`config.mk`:
```
export PLATFORM = sky130hd
export DESIGN_NAME = bus_host_arbiter
export DESIGN_NICKNAME = d
export VERILOG_FILES = /design/src/rtl/bus_host_arb_pkg.sv /design/src/rtl/bus_host_arb_id_fifo.sv /design/src/rtl/bus_host_arbiter.sv
export SDC_FILE = /design/constraint.sdc
export NUM_CORES = 1
export LEC_CHECK = 0
export CAP_MARGIN = 25
export CELL_PAD_IN_SITES_DETAIL_PLACEMENT = 0
export CELL_PAD_IN_SITES_GLOBAL_PLACEMENT = 1
export CORE_MARGIN = 3
export CORE_UTILIZATION = 17
export DETAILED_ROUTE_END_ITERATION = 8
export PLACE_DENSITY_LB_ADDON = 0.1
export SYNTH_ARGS = -nofsm -noshare
export SYNTH_HDL_FRONTEND = slang
export SYNTH_HIERARCHICAL = 1
export SYNTH_SLANG_ARGS = --single-unit
```
`constraint.sdc`:
```
create_clock -name clk_i -period 2.9 [get_ports clk_i]
set_input_delay 0.725 -clock clk_i [delete_from_list [all_inputs] [get_ports clk_i]]
set_output_delay 0.725 -clock clk_i [all_outputs]
set_load 0.005 [all_outputs]
```
`src/rtl/bus_host_arb_pkg.sv`:
```
// Shared types and helpers for the bus host arbiter: FSM state encoding and host-index width.
package bus_host_arb_pkg;

  typedef enum logic {
    ArbIdle = 1'b0,
    ArbHold = 1'b1
  } arb_state_e;

  function automatic int unsigned idx_width(input int unsigned n);
    return (n > 1) ? $clog2(n) : 1;
  endfunction

endpackage

```
`src/rtl/bus_host_arb_id_fifo.sv`:
```
// In-order ID FIFO recording which host owns each accepted-but-unanswered transaction.
module bus_host_arb_id_fifo
  import bus_host_arb_pkg::*;
#(
  parameter int unsigned Depth = 2,
  parameter int unsigned Width = 1
) (
  input  logic                       clk,
  input  logic                       rst,
  input  logic                       push,
  input  logic                       pop,
  input  logic [Width-1:0]           wdata,
  output logic [Width-1:0]           head,
  output logic [$clog2(Depth+1)-1:0] count,
  output logic                       full,
  output logic                       empty
);

  localparam int unsigned PtrW = idx_width(Depth);
  localparam int unsigned CntW = $clog2(Depth + 1);

  logic [Width-1:0] mem [Depth];
  logic [PtrW-1:0]  wptr, rptr;
  logic             do_push, do_pop;

  function automatic logic [PtrW-1:0] next_ptr(input logic [PtrW-1:0] p);
    return (p == PtrW'(Depth - 1)) ? '0 : p + 1'b1;
  endfunction

  assign full    = (count == CntW'(Depth));
  assign empty   = (count == '0);
  assign do_pop  = pop && !empty;
  // A push into a full FIFO is legal when the head leaves in the same cycle.
  assign do_push = push && (!full || do_pop);
  assign head    = mem[rptr];

  always_ff @(posedge clk or posedge rst) begin
    if (rst) begin
      wptr  <= '0;
      rptr  <= '0;
      count <= '0;
    end else begin
      if (do_push) wptr <= next_ptr(wptr);
      if (do_pop)  rptr <= next_ptr(rptr);
      case ({do_push, do_pop})
        2'b10:   count <= count + 1'b1;
        2'b01:   count <= count - 1'b1;
        default: count <= count;
      endcase
    end
  end

  always_ff @(posedge clk) begin
    if (do_push) mem[wptr] <= wdata;
  end

endmodule

```
`src/rtl/bus_host_arbiter.sv`:
```
// Multi-host req/gnt/rvalid bus arbiter with in-order response routing.
// Define BUS_HOST_ARB_RR_EN for round-robin arbitration; default is fixed priority.
module bus_host_arbiter
  import bus_host_arb_pkg::*;
#(
  parameter int unsigned NrHosts        = 2,
  parameter int unsigned DataWidth      = 32,
  parameter int unsigned AddressWidth   = 32,
  parameter int unsigned MaxOutstanding = 2
) (
  input  logic                                clk_i,
  input  logic                                rst_i,
  input  logic                                host_req_i    [NrHosts],
  input  logic                                host_we_i     [NrHosts],
  input  logic [DataWidth/8-1:0]              host_be_i     [NrHosts],
  input  logic [AddressWidth-1:0]             host_addr_i   [NrHosts],
  input  logic [DataWidth-1:0]                host_wdata_i  [NrHosts],
  output logic                                host_gnt_o    [NrHosts],
  output logic                                host_rvalid_o [NrHosts],
  output logic                                host_err_o    [NrHosts],
  output logic [DataWidth-1:0]                host_rdata_o  [NrHosts],
  output logic                                dev_req_o,
  output logic                                dev_we_o,
  output logic [DataWidth/8-1:0]              dev_be_o,
  output logic [AddressWidth-1:0]             dev_addr_o,
  output logic [DataWidth-1:0]                dev_wdata_o,
  input  logic                                dev_gnt_i,
  input  logic                                dev_rvalid_i,
  input  logic                                dev_err_i,
  input  logic [DataWidth-1:0]                dev_rdata_i,
  output logic [$clog2(MaxOutstanding+1)-1:0] outstanding_o,
  output logic                                resp_unexpected_o
);

  localparam int unsigned IW = idx_width(NrHosts);
  localparam int unsigned CW = $clog2(MaxOutstanding + 1);

  arb_state_e      state;
  logic [IW-1:0]   held_idx, winner, sel_idx, head_idx;
  logic            any_req, found, present, accept, pop;
  logic            fifo_full, fifo_empty;
  logic [CW-1:0]   count;

`ifdef BUS_HOST_ARB_RR_EN
  logic [IW-1:0] rr_ptr;
  int unsigned   cand;

  always_ff @(posedge clk_i or posedge rst_i) begin
    if (rst_i)       rr_ptr <= '0;
    else if (accept) rr_ptr <= (sel_idx == IW'(NrHosts - 1)) ? '0 : sel_idx + 1'b1;
  end

  always_comb begin
    winner = '0;
    found  = 1'b0;
    cand   = 0;
    for (int unsigned k = 0; k < NrHosts; k++) begin
      cand = (32'(rr_ptr) + k) % NrHosts;
      if (!found && host_req_i[cand]) begin
        found  = 1'b1;
        winner = IW'(cand);
      end
    end
  end
`else
  always_comb begin
    winner = '0;
    found  = 1'b0;
    for (int unsigned k = 0; k < NrHosts; k++) begin
      if (!found && host_req_i[k]) begin
        found  = 1'b1;
        winner = IW'(k);
      end
    end
  end
`endif

  always_comb begin
    any_req = 1'b0;
    for (int unsigned k = 0; k < NrHosts; k++) any_req |= host_req_i[k];
  end

  assign sel_idx = (state == ArbHold) ? held_idx : winner;
  assign pop     = dev_rvalid_i && !fifo_empty;
  // HOLD always keeps presenting: it can only be entered with room left, and nothing is accepted while held.
  assign present = !rst_i && ((state == ArbHold) || (any_req && (!fifo_full || pop)));
  assign accept  = present && dev_gnt_i;

  assign dev_req_o   = present;
  assign dev_we_o    = present && host_we_i[sel_idx];
  assign dev_be_o    = present ? host_be_i[sel_idx]    : '0;
  assign dev_addr_o  = present ? host_addr_i[sel_idx]  : '0;
  assign dev_wdata_o = present ? host_wdata_i[sel_idx] : '0;

  always_comb begin
    for (int unsigned k = 0; k < NrHosts; k++) begin
      host_gnt_o[k]    = accept && (sel_idx == IW'(k));
      host_rvalid_o[k] = !rst_i && pop && (head_idx == IW'(k));
      host_err_o[k]    = !rst_i && pop && (head_idx == IW'(k)) && dev_err_i;
      host_rdata_o[k]  = rst_i ? '0 : dev_rdata_i;
    end
  end

  always_ff @(posedge clk_i or posedge rst_i) begin
    if (rst_i) begin
      state    <= ArbIdle;
      held_idx <= '0;
    end else begin
      case (state)
        ArbIdle: if (present && !dev_gnt_i) begin
          state    <= ArbHold;
          held_idx <= winner;
        end
        ArbHold: if (dev_gnt_i) state <= ArbIdle;
        default: state <= ArbIdle;
      endcase
    end
  end

  always_ff @(posedge clk_i or posedge rst_i) begin
    if (rst_i)                           resp_unexpected_o <= 1'b0;
    else if (dev_rvalid_i && fifo_empty) resp_unexpected_o <= 1'b1;
  end

  assign outstanding_o = count;

  bus_host_arb_id_fifo #(
    .Depth(MaxOutstanding),
    .Width(IW)
  ) u_id_fifo (
    .clk  (clk_i),
    .rst  (rst_i),
    .push (accept),
    .pop  (pop),
    .wdata(sel_idx),
    .head (head_idx),
    .count(count),
    .full (fifo_full),
    .empty(fifo_empty)
  );

endmodule

```
==> run metrics <==
status completed; Data arrival, critical path 2.09 ns; syn nets between 500 and 600; Req. time, crit path 2.17 ns; fmax 355 MHz; WL/cell between 15 and 20 microns; unrepaired setup endpoints after global routing yes; # setup viols final 0; minimum setup slack among reg-to-reg paths 0.88 ns; FILL cells roughly 1,600; post-route ant nets 0; die width roughly 130 microns; vias in the first global route about 4,300; post-synthesis sequential area ratio 0.0874; actual slew at the worst max-slew pin around 0.52 ns; Port Buf Inserts 319; CP max stage cell or3b_4; number of max-cap violations 0; post-route cell area slightly above 6000 sq um; Cells after Synth roughly 380; worst-path maximum fanout 19; Row Count 45; Avg Inst Size Synth roughly 7.0 sq um; placed cell areas 6090 sq um; fin crit share 0.972; initial antenna violation count 0; wire length of the first global-routing pass 24,400 microns; Slew Viols, Final 0; core area about 15,000 sq um; CTS H-tree lvls 1; count of antenna diodes in the layout 0; final RePlAce weighted congestion 0.767; clk buf depth 2; Setup crit end kind output pin; Power Density approximately 310 nW/um^2; DRT Pass-1 Iters 5; Worst-Skew Late Latency 0.23 ns; vias per cell around 4.9; yosys warns 6; CTS tree yes; largest net degree at the start of global routing 46; max incr delay on CP around 0.26 ns; Final Util 0.398; crit path kind in2out; Async S/R FF share, synth 0.778; GRT Total Usage 0.169; non-filler cells, final between 800 and 900; register bit total from synthesis 9; Initial Utilization 0.175; nets approximately 850; skew final between 0.002 and 0.0025 ns; Worst-path clk slew about 0.040 ns; number of synthesized flops with an enable pin 2; Die ar. around 17,000 sq um; Mapped Area about 2700 sq um; crit path time final between 2 and 3 ns; Hold/Removal Path Class reg2reg; clock sinks 9; GR Overflow Total 0; DP HPWL approximately 12,000 microns; share of cells above drive strength 1 0.235; Synth Flop Type dfrtp_1; vias around 4,300; Max VDD drop between 0.2 and 0.25 mV; Post-route DRC 0; initial DRC count 150; WHS about 0.46 ns; Yosys cell types 42; synthesis-to-finish area growth 128%; total placed cells including tap cells 868; Top Ports 320; Worst setup SP type input pin; critical path's top delay family buffers and inverters; final hold viol count 0; Detailed Route WL 15,800 microns; CP Cell Sequence clkdlybuf4s15_2, or3b_4, buf_4, buf_16, nand3_1, a221oi_1, clkdlybuf4s15_1; P_leak 2.37 nW; root buf cell clkbuf_16; Worst slew margin 0.651; CTS buffer count 3; WP buf/inv 4; die height 132 microns; Final TNS setup 0 ns
## worst register-to-register path: cells and delay by family, from the launching register on
kind	cells	cell delay, ns
compound gates	3	0.48
simple gates	3	0.71
buf+inv	2	0.33
flops	1	0.42
## timing repair
| item | 4_1_cts | 5_1_grt |
|---|---|---|
| endpoints found under the hold margin | 0 | 0 |
| endpoints found under the setup margin | 76 | 54 |
| gates resized for setup | 190 | 73 |
| setup buffers | 7 | 0 |
| hold buffers | 0 | 0 |
| cloned | 1 | 0 |
| pin swaps | 15 | 32 |
## area by class of cell
cell class	count	area, sq um	area share
timing repair buffer	369	3500	0.571
multi-input combinational	282	2030	0.331
tap	211	264	0.0431
sequential	9	235	0.0384
clock buffer	3	75.1	0.0123
inverter	5	18.8	0.00306
clock inverter	1	5.00	0.000817
## routing by layer
layer / track usage / share of wire
met5: 0 / 0
met4: 0.0251 / 0.014
met3: 0.0397 / 0.077
met2: 0.300 / 0.50
met1: 0.213 / 0.41
## where the power goes
group / switching [W] / internal, W / total (W)
combinational: 0.000654 / 0.000794 / 0.00145
sequential: 0.0000449 / 0.000169 / 0.000214
clock: 0.0000631 / 0.000182 / 0.000245
total: 0.000762 / 0.00115 / 0.00191
## through the flow
| step | power, W | worst slack, ns |
|---|---|---|
| CTS | 0.00191 | -0.0415 |
| finish | 0.00191 | 0.0800 |
| floorplan | 0.000844 | 0.571 |
| detailed placement | 0.00170 | -0.848 |
| global route | 0.00205 | -0.0439 |
| global placement | 0.00169 | -0.806 |
## cells by family (layout without fill, tap and decap cells)
family	Yosys count	count (layout)	synth area share
and+or+nand+nor	125	125	0.261
xor gates and xnor gates	2	2	0.00651
DFF	9	9	0.0874
muxes	3	3	0.0121
buffers and inverters	92	378	0.210
AOI/OAI and AO/OA	152	152	0.423
## flip-flops by register name, summed over array words and instances (netlist names)
signal,count
u_id_fifo/count,2
u_id_fifo/mem,2
held_idx,1
resp_unexpected_o,1
state,1
u_id_fifo/rptr,1
u_id_fifo/wptr,1
## Yosys cell counts (4+ instances only)
library cell / count / area [sq um]
a21oi_1: 5 / 25.0
nor2b_1: 34 / 213
clkbuf_1: 26 / 97.6
nand3_1: 69 / 345
dfrtp_1: 7 / 175
nor2_1: 4 / 15.0
o21ai_0: 60 / 300
a221oi_2: 12 / 180
o21ai_1: 9 / 45.0
a221oi_1: 58 / 508
inv_1: 4 / 15.0
clkbuf_2: 5 / 25.0
nand2_1: 4 / 15.0
buf_6: 4 / 45.0
buf_4: 44 / 330
buf_2: 6 / 30.0
## path summary, 6_finish.rpt
check	from	endpoint	cells after the start
max	host_req_i[0]	dev_addr_o[17]	7
min	resp_unexpected_o	resp_unexpected_o	1
max reg2reg	u_id_fifo/count[1]	u_id_fifo/count[0]	8
min reg2reg	resp_unexpected_o	resp_unexpected_o	1
max in group asynchronous	rst_i	state	3
min in group asynchronous	rst_i	u_id_fifo/wptr	2
## placed cells by master (no fill, tap or decap), types with 2 or more instances in the layout
cell type / n
a21oi_1: 5
a221oi_1: 42
a221oi_2: 28
and2_1: 2
buf_12: 13
buf_2: 32
buf_4: 31
buf_6: 5
clkbuf_16: 3
clkbuf_2: 21
clkdlybuf4s15_1: 7
clkdlybuf4s15_2: 3
clkdlybuf4s50_1: 244
dfrtp_1: 7
dlygate4sd2_1: 11
edfxtp_1: 2
inv_1: 4
mux2_2: 2
nand2_1: 3
nand2_2: 2
nand2b_1: 2
nand3_1: 69
nor2_1: 3
nor2b_1: 34
nor3b_4: 2
o21ai_0: 54
o21ai_1: 15
xnor2_1: 2
Note: power is estimated with default switching activity, not from simulation.
